--- config.mk ---
export PLATFORM = sky130hd
export DESIGN_NAME = mem_req_ctrl_flat
export DESIGN_NICKNAME = d
export VERILOG_FILES = /design/src/rtl/mem_req_ctrl_if.sv /design/src/rtl/mem_req_ctrl.sv /design/src/flat_wrapper.sv
export SDC_FILE = /design/constraint.sdc
export NUM_CORES = 1
export LEC_CHECK = 0
export ABC_CLOCK_PERIOD_IN_PS = 1700
export CORE_ASPECT_RATIO = 1.5
export CORE_UTILIZATION = 31
export DETAILED_ROUTE_END_ITERATION = 10
export PLACE_DENSITY = 0.57
export SYNTH_ARGS = -nofsm -noshare
export SYNTH_HDL_FRONTEND = slang
export SYNTH_SLANG_ARGS = --single-unit
--- constraint.sdc ---
create_clock -name clk -period 1.7 [get_ports clk]
set_clock_uncertainty 0.15 [all_clocks]
set_input_delay 0.34 -clock clk [delete_from_list [all_inputs] [get_ports clk]]
set_output_delay 0.34 -clock clk [all_outputs]
set_load 0.01 [all_outputs]
--- src/rtl/mem_req_ctrl_if.sv ---
// mem_req_ctrl_if: request/response handshake plus memory bus of the controller
interface mem_req_ctrl_if #(
  parameter int ADDR_W = 5,
  parameter int DATA_W = 8
);
  logic req_valid;
  logic req_ready;
  logic req_write;
  logic [ADDR_W-1:0] req_addr;
  logic [DATA_W-1:0] req_wdata;
  logic rsp_valid;
  logic rsp_ready;
  logic [DATA_W-1:0] rsp_rdata;
  logic init_done;
  logic mem_read;
  logic mem_write;
  logic [ADDR_W-1:0] mem_addr;
  logic [DATA_W-1:0] mem_data_in;
  logic [DATA_W-1:0] mem_data_out;
  modport master (
    output req_valid, req_write, req_addr, req_wdata, rsp_ready, mem_data_out,
    input req_ready, rsp_valid, rsp_rdata, init_done, mem_read, mem_write, mem_addr, mem_data_in
  );
  modport slave (
    input req_valid, req_write, req_addr, req_wdata, rsp_ready, mem_data_out,
    output req_ready, rsp_valid, rsp_rdata, init_done, mem_read, mem_write, mem_addr, mem_data_in
  );
endinterface

--- src/rtl/mem_req_ctrl.sv ---
// mem_req_ctrl: single-outstanding request front-end for a synchronous memory, with optional post-reset scrub
module mem_req_ctrl #(
  parameter int ADDR_W = 5,
  parameter int DATA_W = 8,
  parameter int INIT_CLEAR = 1,
  parameter logic [DATA_W-1:0] INIT_VALUE = '0
) (
  input logic clk,
  input logic rst_n,
  mem_req_ctrl_if.slave bus
);
  typedef enum logic [2:0] {INIT, IDLE, WRITE, READ, RWAIT, RESP} state_t;
  localparam logic [ADDR_W:0] LAST = {1'b1, {ADDR_W{1'b0}}};
  state_t state, state_nx;
  logic [ADDR_W:0] cnt, cnt_nx;
  logic req_ready_nx, rsp_valid_nx, init_done_nx, mem_read_nx, mem_write_nx;
  logic [ADDR_W-1:0] mem_addr_nx;
  logic [DATA_W-1:0] mem_data_in_nx, rsp_rdata_nx;
  always_comb begin
    state_nx = state;
    cnt_nx = cnt;
    req_ready_nx = 1'b0;
    mem_read_nx = 1'b0;
    mem_write_nx = 1'b0;
    mem_addr_nx = bus.mem_addr;
    mem_data_in_nx = bus.mem_data_in;
    rsp_valid_nx = bus.rsp_valid;
    rsp_rdata_nx = bus.rsp_rdata;
    init_done_nx = bus.init_done;
    case (state)
      INIT: begin
        if (cnt == LAST) begin
          state_nx = IDLE;
          init_done_nx = 1'b1;
          req_ready_nx = 1'b1;
        end else begin
          mem_write_nx = 1'b1;
          mem_addr_nx = cnt[ADDR_W-1:0];
          mem_data_in_nx = INIT_VALUE;
          cnt_nx = cnt + 1'b1;
        end
      end
      IDLE: begin
        init_done_nx = 1'b1;
        req_ready_nx = 1'b1;
        // the request is launched straight onto the memory bus at the accept edge
        if (bus.req_valid && bus.req_ready) begin
          req_ready_nx = 1'b0;
          state_nx = bus.req_write ? WRITE : READ;
          mem_write_nx = bus.req_write;
          mem_read_nx = !bus.req_write;
          mem_addr_nx = bus.req_addr;
          mem_data_in_nx = bus.req_write ? bus.req_wdata : bus.mem_data_in;
        end
      end
      WRITE: begin
        state_nx = IDLE;
        req_ready_nx = 1'b1;
      end
      READ: state_nx = RWAIT;
      RWAIT: begin
        rsp_valid_nx = 1'b1;
        rsp_rdata_nx = bus.mem_data_out;
        state_nx = RESP;
      end
      RESP: begin
        if (bus.rsp_ready) begin
          rsp_valid_nx = 1'b0;
          req_ready_nx = 1'b1;
          state_nx = IDLE;
        end
      end
      default: state_nx = IDLE;
    endcase
  end
  always_ff @(posedge clk) begin
    if (!rst_n) begin
      state <= (INIT_CLEAR != 0) ? INIT : IDLE;
      cnt <= '0;
      bus.req_ready <= 1'b0;
      bus.mem_read <= 1'b0;
      bus.mem_write <= 1'b0;
      bus.mem_addr <= '0;
      bus.mem_data_in <= '0;
      bus.rsp_valid <= 1'b0;
      bus.rsp_rdata <= '0;
      bus.init_done <= 1'b0;
    end else begin
      state <= state_nx;
      cnt <= cnt_nx;
      bus.req_ready <= req_ready_nx;
      bus.mem_read <= mem_read_nx;
      bus.mem_write <= mem_write_nx;
      bus.mem_addr <= mem_addr_nx;
      bus.mem_data_in <= mem_data_in_nx;
      bus.rsp_valid <= rsp_valid_nx;
      bus.rsp_rdata <= rsp_rdata_nx;
      bus.init_done <= init_done_nx;
    end
  end
endmodule

--- src/flat_wrapper.sv ---
// flat-port wrapper written by rule: the top's interface ports become plain ports
module mem_req_ctrl_flat 
#(
  parameter int ADDR_W = 5,
  parameter int DATA_W = 8,
  parameter int INIT_CLEAR = 1,
  parameter logic [DATA_W-1:0] INIT_VALUE = '0
)
  (clk, rst_n, bus_req_valid, bus_req_write, bus_req_addr, bus_req_wdata, bus_rsp_ready, bus_mem_data_out, bus_req_ready, bus_rsp_valid, bus_rsp_rdata, bus_init_done, bus_mem_read, bus_mem_write, bus_mem_addr, bus_mem_data_in);
  mem_req_ctrl_if #(.ADDR_W(ADDR_W), .DATA_W(DATA_W)) bus_i ();
  input logic clk;
  input logic rst_n;
  input wire logic [$bits(bus_i.req_valid)-1:0] bus_req_valid;
  input wire logic [$bits(bus_i.req_write)-1:0] bus_req_write;
  input wire logic [$bits(bus_i.req_addr)-1:0] bus_req_addr;
  input wire logic [$bits(bus_i.req_wdata)-1:0] bus_req_wdata;
  input wire logic [$bits(bus_i.rsp_ready)-1:0] bus_rsp_ready;
  input wire logic [$bits(bus_i.mem_data_out)-1:0] bus_mem_data_out;
  output wire logic [$bits(bus_i.req_ready)-1:0] bus_req_ready;
  output wire logic [$bits(bus_i.rsp_valid)-1:0] bus_rsp_valid;
  output wire logic [$bits(bus_i.rsp_rdata)-1:0] bus_rsp_rdata;
  output wire logic [$bits(bus_i.init_done)-1:0] bus_init_done;
  output wire logic [$bits(bus_i.mem_read)-1:0] bus_mem_read;
  output wire logic [$bits(bus_i.mem_write)-1:0] bus_mem_write;
  output wire logic [$bits(bus_i.mem_addr)-1:0] bus_mem_addr;
  output wire logic [$bits(bus_i.mem_data_in)-1:0] bus_mem_data_in;
  assign bus_i.req_valid = bus_req_valid;
  assign bus_i.req_write = bus_req_write;
  assign bus_i.req_addr = bus_req_addr;
  assign bus_i.req_wdata = bus_req_wdata;
  assign bus_i.rsp_ready = bus_rsp_ready;
  assign bus_i.mem_data_out = bus_mem_data_out;
  assign bus_req_ready = bus_i.req_ready;
  assign bus_rsp_valid = bus_i.rsp_valid;
  assign bus_rsp_rdata = bus_i.rsp_rdata;
  assign bus_init_done = bus_i.init_done;
  assign bus_mem_read = bus_i.mem_read;
  assign bus_mem_write = bus_i.mem_write;
  assign bus_mem_addr = bus_i.mem_addr;
  assign bus_mem_data_in = bus_i.mem_data_in;
  mem_req_ctrl #(.ADDR_W(ADDR_W), .DATA_W(DATA_W), .INIT_CLEAR(INIT_CLEAR), .INIT_VALUE(INIT_VALUE)) u_core (.clk(clk), .rst_n(rst_n), .bus(bus_i));
endmodule
[After elaboration in Yosys (flattened, before gate mapping)]
Cells that the tools add are included.
Word-level totals
  word-level logic and storage cells: 58
  bits of input ports: 26
  memories: 0
  flip-flop bits (word level): 35
  bits in latches: 0
  bits in read-only memories: 0
  RAM bits: 0
  output and inout port bits: 26
Cells by class
  add/sub/neg operators: 1
  bitwise operators: 1
  mux-type cells: 23
  magnitude comparators: 0
  divide/modulo/power cells: 0
  eq/ne operators: 11
  shift operators: 0
  reduce and logical (&&, ||, !) cells: 12
  multipliers: 0
Operators by type and width (count)
  $mux W8: 3
  $pmux W8 S2: 1
  $pmux W3 S5: 1
  $mux W5: 2
  $pmux W5 S2: 1
  $mux W3: 3
  $reduce_and A3 Y1: 3
  $mux W1: 8
  $add A6 B1 Y6 const B: 1
  $eq A3 B2 Y1 const B: 2
  $eq A3 B3 Y1 const B: 2
  $eq A6 B6 Y1 const B: 1
  $ne A2 B2 Y1 const B: 3
  $pmux W1 S2: 3
  $reduce_and A2 Y1: 3
  $ne A2 B1 Y1 const B: 2
  $pmux W1 S4: 1
  $reduce_and A4 Y1: 1
  $reduce_bool A2 Y1: 2
  $eq A3 B1 Y1 const B: 1
  $logic_not A3 Y1: 1
  $logic_and A1 B1 Y1: 1
  $logic_not A1 Y1: 1
  $not A1 Y1: 1

[Longest topological paths before layout]
Gate-level depths: netlist (run 1).
  depth after elaboration: 3
  mapped depth: 5

[Worst setup path after synthesis (run 1)]
Ideal clock, no wire load.
  path kind: register to register
  start point: register u_core.cnt[2]
  end point: register u_core.bus.mem_addr[0]
  required time: 1.438 ns
  cell stages (with the launch flop): 5
  path buffers: 1
  clock period less this slack: 1.752 ns
  setup slack: -0.052 ns
  setup time: 0.112 ns
  arrival time: 1.489 ns
  cell sequence: dfxtp_1 or3_1 buf_6 o311a_4 a2111oi_1
Between the ends
  longest elaborated chain between the ends: 3
Ends and longest elaborated chain
  start: declaration: line mem_req_ctrl.sv:15  | logic [ADDR_W:0] cnt, cnt_nx;
  start signal: assignment: line mem_req_ctrl.sv:90  | cnt <= cnt_nx;
  $eq A6 B6 Y1: line mem_req_ctrl.sv:32  | if (cnt == LAST) begin
  $ne A2 B2 Y1 (no line)
  $reduce_and A3 Y1 (no line)
  end signal: assignment: line mem_req_ctrl.sv:94  | bus.mem_addr <= mem_addr_nx;
  end: declaration: line mem_req_ctrl_if.sv:26  | output req_ready, rsp_valid, rsp_rdata, init_done, mem_read, mem_write, mem_addr, mem_data_in
Every way passes these cells.
A chain may end at the register's enable or synchronous reset.

[Final worst setup path (run 1)]
  start point: register u_core.cnt[4]
  end point: register u_core.bus.mem_addr[0]
Same word-level chain as after synthesis.

==> results of run 1 <==
## worst register-to-register path: stages (launching register included)
cell and delay [ns]:
dfxtp_1 0.31, or3_4 0.39, o311a_4 0.42, a2111oi_2 0.31
## layout make-up
| class | count | area, sq um | share of cell area, % |
|---|---|---|---|
| clock inverters | 1 | 5.00 | 0.195 |
| multi-input cells | 127 | 928 | 36.1 |
| clock buffers | 7 | 76.3 | 2.97 |
| inverters | 5 | 18.8 | 0.730 |
| repair buffers | 82 | 757 | 29.5 |
| flip-flops and latches | 35 | 702 | 27.3 |
| well taps | 66 | 82.6 | 3.21 |
## power groups by stage
| stage | clock network, mW | logic (mW) | registers [mW] |
|---|---|---|---|
| floorplan | 0 | 0.0528 | 0.862 |
| global placement | 0 | 0.164 | 0.858 |
| detailed placement | 0 | 0.165 | 0.859 |
| CTS | 0.606 | 0.163 | 0.840 |
| global route | 0.640 | 0.180 | 0.842 |
| finish | 0.584 | 0.166 | 0.841 |
## what timing repair did
action | in CTS | in global routing
endpoints found under the hold margin | 0 | 0
gates resized for setup | 5 | 14
pin swaps | 0 | 1
setup endpoints to repair | 5 | 16
gates cloned | 0 | 1
## flip-flops by register name, summed over array words and instances (netlist names)
register and flops:
u_core.bus.mem_addr 5, u_core.cnt 6, u_core.bus.mem_write 1, u_core.bus.init_done 1
u_core.bus.req_ready 1, u_core.bus.mem_data_in 8, u_core.bus.rsp_rdata 8, u_core.bus.rsp_valid 1
u_core.state 3, u_core.bus.mem_read 1
## cell usage after synthesis, types with 5 or more instances
| master | instances | area [sq um] |
|---|---|---|
| nor2_1 | 13 | 48.8 |
| nor4_1 | 6 | 37.5 |
| o21ai_0 | 5 | 25.0 |
| nand2b_1 | 7 | 43.8 |
| nand4_1 | 6 | 37.5 |
| a2111oi_1 | 5 | 50.1 |
| clkbuf_1 | 7 | 26.3 |
| nand2_1 | 17 | 63.8 |
| nand3_1 | 8 | 40.0 |
| o31ai_1 | 7 | 52.6 |
| a21oi_1 | 5 | 25.0 |
| o22ai_1 | 5 | 31.3 |
| inv_1 | 5 | 18.8 |
| mux2i_1 | 16 | 160 |
| dfxtp_1 | 35 | 701 |
## through the flow
step | total power, mW | cells | util [%] | setup WS [ns]
floorplan | 0.915 | 180 | - | 0.00296
global placement | 1.02 | 314 | 49.1 | -0.112
detailed placement | 1.02 | 314 | 49.1 | -0.120
CTS | 1.61 | 322 | 50.6 | 0.00571
global route | 1.66 | 323 | 52.2 | -0.0551
finish | 1.59 | 323 | 52.2 | 0.00682
## worst paths after layout
path	from	endpoint	slack [ns]
worst min-delay path	u_core.bus.mem_data_in[3]	u_core.bus.mem_data_in[3]	0.30
worst min register to register	u_core.bus.mem_data_in[3]	u_core.bus.mem_data_in[3]	0.30
worst max-delay path	u_core.cnt[4]	u_core.bus.mem_addr[0]	0.007
worst max register to register	u_core.cnt[4]	u_core.bus.mem_addr[0]	0.007
## per-layer routing
| layer | GRT usage, % | vias to the layer above | wire length, microns |
|---|---|---|---|
| li1 | - | 812 | - |
| met1 | 17.8 | 742 | 1730 |
| met2 | 28.8 | 45 | 2110 |
| met3 | 4.01 | 10 | 206 |
| met4 | 6.25 | 0 | 86 |
| met5 | 0 | - | 0 |
## kinds of logic after synthesis
| kind of cell | count (synthesis) |
|---|---|
| AND/OR/NAND/NOR | 71 |
| buffers and inverters | 18 |
| flip-flops | 35 |
| multiplexers | 16 |
| adder cells (fa/ha/maj) | 2 |
| AO/OA/AOI/OAI | 38 |
==> flow_metrics.tcl, run 1 <==
set metrics [dict create \
    status "completed" \
    placementRows 31 \
    vias 1609 \
    core-area_sq_um 4930 \
    start_util_pct 32.9 \
    worst-slew-pin-transition_ns 0.319 \
    final_common_cell "clkdlybuf4s50_1" \
    vias_per_cell 4.98 \
    numPortBuffers 51 \
    drv_cap 0 \
    dr.first_iter.drc_count 25 \
    max-vdd-ir-drop_mv 0.448 \
    critical_path.slowest_cell "o311a_4" \
    synthSimpleGateAreaFrac_pct 22.9 \
    hold_class "register to register" \
    ctsHoldBuffers 0 \
    mostFrequentLayoutCells "clkdlybuf4s50_1, dfxtp_1, buf_4" \
    syn2layout_area_growth_pct 58.4 \
    cts_root_buffer "clkbuf_8" \
    synthMuxAreaShare_pct 9.87 \
    grt_pass1_vias 1587 \
    slew_violations 0 \
    cp_top_family "compound AO/OA/AOI/OAI gates" \
    synthArstFlopShare_pct 0 \
    synth_compound_area_share_pct 17.4 \
    antenna_found_initial 0 \
    hold_depth 2 \
    drc 0 \
    cts_sinks 35 \
    p_sw_mw 0.370 \
    clk_pin_slew_ns 0.07 \
    leakage_nw 1.01 \
    crit_arrival_ns 1.72 \
    p_per_area_nw_per_um2 619 \
    yosys.area_share.adder_pct 1.54 \
    cp-end-kind "register" \
    die_h_microns 90.6 \
    drive_above_1_share_pct 21.0 \
    synth_edf_count 0 \
    seqPwrFrac_pct 52.9 \
    clk_path_buf_depth 2 \
    placed_cell_area_sq_um 2420 \
    cp-start-kind "register" \
    final_hold_viol_count 0 \
    worst-path-stages 3 \
    slowest_delay_ns 0.42 \
    rsz0062_at_grt "true" \
    postCtsSetupRepairBufs 0 \
    synth_xor_area_share_pct 0 \
    post-dp-hpwl_microns 3060 \
    post-route-min-period_ns 1.69 \
    seq_area_frac_synth_pct 43.2 \
    clockPowerShare_pct 36.7 \
    grt_max_degree 26 \
    cts_tree "done" \
    syn_avg_cell_area_sq_um 9.02 \
    cp_cell_sequence "or3_4 > o311a_4 > a2111oi_2" \
    path_buf_inv 0 \
    ys.warnings.count 0 \
    finalSetupTns_ns 0 \
    die_x_microns 61.1 \
    detail-route-antenna-nets 0 \
    post_drt_wl_per_cell_microns 12.8 \
    syn_nets 208 \
    timing.hold.ws_ns 0.303 \
    fmax_mhz 591 \
    n_antenna_cell 0 \
    cts_buffers 5 \
    reg2reg_depth 3 \
    setup-violations-final 0 \
    grt_pass1_wl_microns 6900 \
    gp_congestion 0.788 \
    combinationalPowerShare_pct 10.4 \
    insertion_delay_ns 0.28 \
    nFillCells 484 \
    period_share_pct 99.6 \
    p_int_mw 1.22 \
    relSlewSlack_pct 78.6 \
    path_max_fanout 5 \
    htree_levels 2 \
    ys_types 37 \
    track_usage_pct 16.3 \
    syn_area_sq_um 1620 \
    crit_type "register to register" \
    drt-pass1-iter-count 4 \
    fp.dieArea_sq_um 5530 \
    yosys_most_used_dff "dfxtp_1" \
    ys_ff_latch 35 \
    synth_cells 180 \
    synth_top_family_by_area "simple AND/OR/NAND/NOR gates" \
    ios 52 \
    switching_share_pct 23.3 \
    required_ns 1.73 \
    finalInstanceArea_sq_um 2570 \
    wirelength_microns 4140 \
    nets 284 \
    grt-ovfl-total 0 \
]
(Power assumes the default switching activity.)
==> run 2, diff against run 1 <==
- CORE_ASPECT_RATIO: 1.5 -> 1.4
- HOLD_SLACK_MARGIN: unset -> 0.08
==> run 2 against run 1 <==
Effect of this change: flip-flop and latch count unchanged; worst hold slack better by 0.0019 ns; critical path type unchanged; combinational power up 4%; critical path depth unchanged; largest cell class unchanged; highest routed layer unchanged; total power up 2.1%; routed wire length down 1.3%; maximum frequency up 1.1%; cell count down 2.5%; die area about the same; critical endpoint is now u_core.bus.mem_addr[1]; sequential share of layout area up 0.46 points; via count down 2.2%; first-iteration DRC count up 68%.
==> flow_metrics.tcl, run 2 (synthesis results as in run 1) <==
set metrics [dict create \
    wl_met2_microns 1980 \
    n_antenna_cell 0 \
    critical_path.slowest_cell "o311a_4" \
    core-area_sq_um 4950 \
    cts_tree "done" \
    grt-ovfl-total 0 \
    drc 0 \
    met3WireLength_microns 215 \
    relSlewSlack_pct 77.5 \
    numPortBuffers 51 \
    cp-start-kind "register" \
    required_ns 1.74 \
    max-vdd-ir-drop_mv 0.354 \
    worst-slew-pin-transition_ns 0.328 \
    leakage_nw 1.04 \
    gp_congestion 0.710 \
    start_util_pct 32.8 \
    cts_root_buffer "clkbuf_8" \
    antenna_found_initial 0 \
    grt_max_degree 26 \
    cts_sinks 35 \
    highest_layer "met4" \
    cp_top_family "compound AO/OA/AOI/OAI gates" \
    track_usage_pct 16.4 \
    clk_pin_slew_ns 0.07 \
    crit_arrival_ns 1.71 \
    p_per_area_nw_per_um2 640 \
    path_max_fanout 5 \
    path_buf_inv 0 \
    slew_violations 0 \
    drv_cap 0 \
    htree_levels 2 \
    cp_cell_sequence "or3_4 > o311a_4 > a2111oi_2" \
    cts_buffers 5 \
    syn2layout_area_growth_pct 56.3 \
    crit_type "register to register" \
    detail-route-antenna-nets 0 \
    post_drt_wl_per_cell_microns 13.0 \
    hold_class "register to register" \
    insertion_delay_ns 0.29 \
    setup-violations-final 0 \
    grt_pass1_wl_microns 6930 \
    rsz0062_at_grt "true" \
    vias 1574 \
    timing.hold.ws_ns 0.305 \
    fmax_mhz 597 \
    drive_above_1_share_pct 19.1 \
    placementRows 30 \
    fp.dieArea_sq_um 5530 \
    grt_pass1_vias 1479 \
    post-dp-hpwl_microns 2950 \
    period_share_pct 98.5 \
    final_hold_viol_count 0 \
    final_common_cell "clkdlybuf4s50_1" \
    slowest_delay_ns 0.42 \
    cp-end-kind "register" \
    ios 52 \
    vias_per_cell 5.00 \
    clk_path_buf_depth 2 \
    top_regs "u_core.bus.mem_data_in: 8 flops, u_core.bus.rsp_rdata: 8 flops, u_core.cnt: 6 flops" \
    status "completed" \
    mostFrequentLayoutCells "clkdlybuf4s50_1, dfxtp_1, buf_4" \
    dr.first_iter.drc_count 42 \
    die_x_microns 63.2 \
    post-route-min-period_ns 1.67 \
    finalSetupTns_ns 0 \
    wirelength_microns 4080 \
    die_h_microns 87.6 \
    wl_met1_microns 1810 \
    nets 279 \
    drt-pass1-iter-count 4 \
]
## run 2: path summary, 6_finish.rpt
check / from / endpoint / slack, ns / depth (start not counted)
hold reg to reg: u_core.bus.mem_data_in[1] / u_core.bus.mem_data_in[1] / 0.30 / 2
setup reg to reg: u_core.cnt[4] / u_core.bus.mem_addr[1] / 0.03 / 3
hold / removal: u_core.bus.mem_data_in[1] / u_core.bus.mem_data_in[1] / 0.30 / 2
setup / recovery: u_core.cnt[4] / u_core.bus.mem_addr[1] / 0.03 / 3
## run 2: area by class of cell
| class | count | area, sq um |
|---|---|---|
| Timing Repair Buffer | 77 | 738 |
| Clock inverter | 1 | 5.00 |
| Sequential cell | 35 | 704 |
| Fill cell | 503 | 2420 |
| Clock buffer | 6 | 82.6 |
| Multi-Input combinational cell | 127 | 907 |
| Tap cell | 64 | 80.1 |
| Inverter | 5 | 18.8 |
## run 2: metrics by stage
| stage | util (%) | total power, mW | area [sq um] | setup WS [ns] | cells |
|---|---|---|---|---|---|
| 6_report | 51.2 | 1.62 | 2540 | 0.0252 | 315 |
| 5_1_grt | 51.2 | 1.70 | 2540 | -0.0317 | 315 |
| 2_1_floorplan | - | 0.915 | 1650 | 0.00296 | 180 |
| 3_5_place_dp | 48.3 | 1.03 | 2390 | -0.208 | 308 |
| 3_3_place_gp | 48.3 | 1.03 | 2390 | -0.180 | 308 |
| 4_1_cts | 50.0 | 1.65 | 2480 | 0.00226 | 315 |
## run 2: tightest hold or removal path, cell delays in order (launching register included)
cell,delay (ns)
dfxtp_1,0.31
nand2_1,0.05
o31ai_1,0.05
## run 2: what timing repair did
item                                   4_1_cts  5_1_grt
setup endpoints to repair                    6       10
buffers inserted                             0        0
endpoints found under the hold margin        0        0
pin swaps                                    0        1
hold buffers                                 0        0
gates resized for setup                      7       13
## run 2: routing by layer
metal | up-vias | track usage, %
met1 | 719 | 19.2
met5 | - | 0
met2 | 42 | 27.0
met4 | 0 | 8.67
met3 | 8 | 4.95
li1 | 805 | -
## run 2: power breakdown
group	total [mW]	switching [mW]	internal, mW
registers	0.838	0.00680	0.831
logic	0.172	0.0685	0.103
clock network	0.615	0.297	0.318
total	1.62	0.373	1.25
==> run 3, diff against run 2 <==
- CORE_UTILIZATION: 31 -> 25
- PLACE_DENSITY: 0.57 -> 0.47
==> run 3 against run 2 <==
Effect of this change: global-route usage fell by 2.5 points; clock-buffer cell count stayed put; setup slack improved by 0.015 ns; flip-flop and latch count unchanged; combinational power about the same; worst hold slack better by 0.0038 ns; cell count rose by 3.5%; first-iteration DRC count up 83%; final area grew 0.39%; highest routed layer unchanged.
==> flow_metrics.tcl, run 3 (synthesis results as in run 1) <==
set metrics [dict create \
    max-vdd-ir-drop_mv 0.317 \
    track_usage_pct 13.9 \
    switching_share_pct 21.7 \
    vias 1599 \
    numPortBuffers 51 \
    cts_buffers 5 \
    n_antenna_cell 0 \
    crit_arrival_ns 1.69 \
    path_max_fanout 5 \
    multi_input_area_sq_um 877 \
    post_drt_wl_per_cell_microns 13.6 \
    drive_above_1_share_pct 19.3 \
    cts_tree "done" \
    drv_cap 0 \
    gp_congestion 0.790 \
    top_regs "u_core.bus.mem_data_in: 8 flops, u_core.bus.rsp_rdata: 8 flops, u_core.cnt: 6 flops" \
    grt_pass1_vias 1580 \
    nFillCells 624 \
    cp_cell_sequence "or3_1 > o311a_4 > a2111oi_2" \
    cp-end-kind "register" \
    drt-pass1-iter-count 4 \
    slew_violations 0 \
    grt_max_degree 20 \
    finalInstanceArea_sq_um 2550 \
    fp.dieArea_sq_um 6820 \
    combinationalPowerShare_pct 9.5 \
    die_x_microns 70.1 \
    p_per_area_nw_per_um2 707 \
    fin_util_pct 40.7 \
    required_ns 1.73 \
    cts_sinks 35 \
    grt-ovfl-total 0 \
    core-area_sq_um 6250 \
    placed_cells 318 \
    antenna_found_initial 0 \
    ios 52 \
    clk_pin_slew_ns 0.07 \
    ctsHoldBuffers 0 \
    p_total_mw 1.80 \
    final_common_cell "clkdlybuf4s50_1" \
    period_share_pct 97.6 \
    seqPwrFrac_pct 46.6 \
    clk_path_buf_depth 2 \
    htree_levels 2 \
    drc 0 \
    relSlewSlack_pct 77.2 \
    instances_no_fill 326 \
    worst-slew-pin-transition_ns 0.338 \
    pre_cts_slack_ns -0.0997 \
    clockPowerShare_pct 43.9 \
    timing.hold.ws_ns 0.308 \
    path_buf_inv 0 \
    die_h_microns 97.3 \
    mostFrequentLayoutCells "clkdlybuf4s50_1, dfxtp_1, buf_4" \
    cp_top_family "compound AO/OA/AOI/OAI gates" \
    rsz0062_at_grt "true" \
    hold_class "register to register" \
    critical_path.slowest_cell "or3_1" \
    fmax_mhz 602 \
    insertion_delay_ns 0.29 \
    setup-violations-final 0 \
    p_sw_mw 0.391 \
    grt_pass1_wl_microns 7690 \
    placementRows 34 \
    cts_root_buffer "clkbuf_8" \
    wirelength_microns 4430 \
    crit_type "register to register" \
    syn2layout_area_growth_pct 56.9 \
    vias_per_cell 4.90 \
    leakage_nw 1.05 \
    slowest_delay_ns 0.42 \
    post-dp-hpwl_microns 3280 \
    final_hold_viol_count 0 \
    post-route-min-period_ns 1.66 \
    dr.first_iter.drc_count 77 \
    timing.final.ws_setup_ns 0.0401 \
    cp-start-kind "register" \
    p_int_mw 1.41 \
    start_util_pct 26.0 \
    nets 281 \
    detail-route-antenna-nets 0 \
    placed_cell_area_sq_um 2410 \
    finalSetupTns_ns 0 \
    status "completed" \
    seq_area_sq_um 702 \
]
-- run 3: cell types whose count changed in the layout (fill, tap and decap cells not counted), moves of 2 or more --
cell	change
a2111oi_2	+2
a2111oi_4	-2
buf_4	+3
dfxtp_1	+2
dfxtp_2	-2
nor4_1	+2
nor4_2	-2
-- run 3: final timing paths --
| path | startpoint | end | slack, ns | depth (start not counted) |
|---|---|---|---|---|
| worst max-delay path | u_core.cnt[4] | u_core.bus.mem_addr[1] | 0.04 | 3 |
| worst max register to register | u_core.cnt[4] | u_core.bus.mem_addr[1] | 0.04 | 3 |
| worst min-delay path | u_core.bus.mem_data_in[1] | u_core.bus.mem_data_in[1] | 0.31 | 2 |
| worst min register to register | u_core.bus.mem_data_in[1] | u_core.bus.mem_data_in[1] | 0.31 | 2 |
-- run 3: timing repair --
item	CTS	global route
cloned	0	0
gates resized for setup	7	9
setup buffers	0	0
endpoints found under the setup margin	6	21
-- run 3: area by class of cell --
cell class	count	area share, %
Inverter	5	0.737
Timing Repair Buffer	79	29.1
Clock buffer	6	3.24
Sequential cell	35	27.6
Tap cell	72	3.54
Clock inverter	2	1.38
Multi-Input combinational cell	127	34.4
-- run 3: tightest hold or removal path: cells and delay by family (launching register included) --
kind            cells  cell delay (ns)
flops               1             0.31
simple gates        1             0.05
compound gates      1             0.05
-- run 3: power by group through the flow --
stage               Sequential, mW  Clock, mW  Combinational, mW
floorplan                    0.862          0             0.0528
global placement             0.857          0              0.176
detailed placement           0.858          0              0.174
CTS                          0.838      0.819              0.172
global route                 0.840      0.857              0.187
finish                       0.838      0.790              0.171
-- run 3: routing by layer --
metal  global-route usage [%]  vias to the layer above  share of wire (%)
li1                         -                      812                  -
met1                     17.5                      733                 46
met2                     23.2                       49                 48
met3                     3.53                        5                5.3
met4                     4.15                        0                1.4
met5                        0                        -                  0
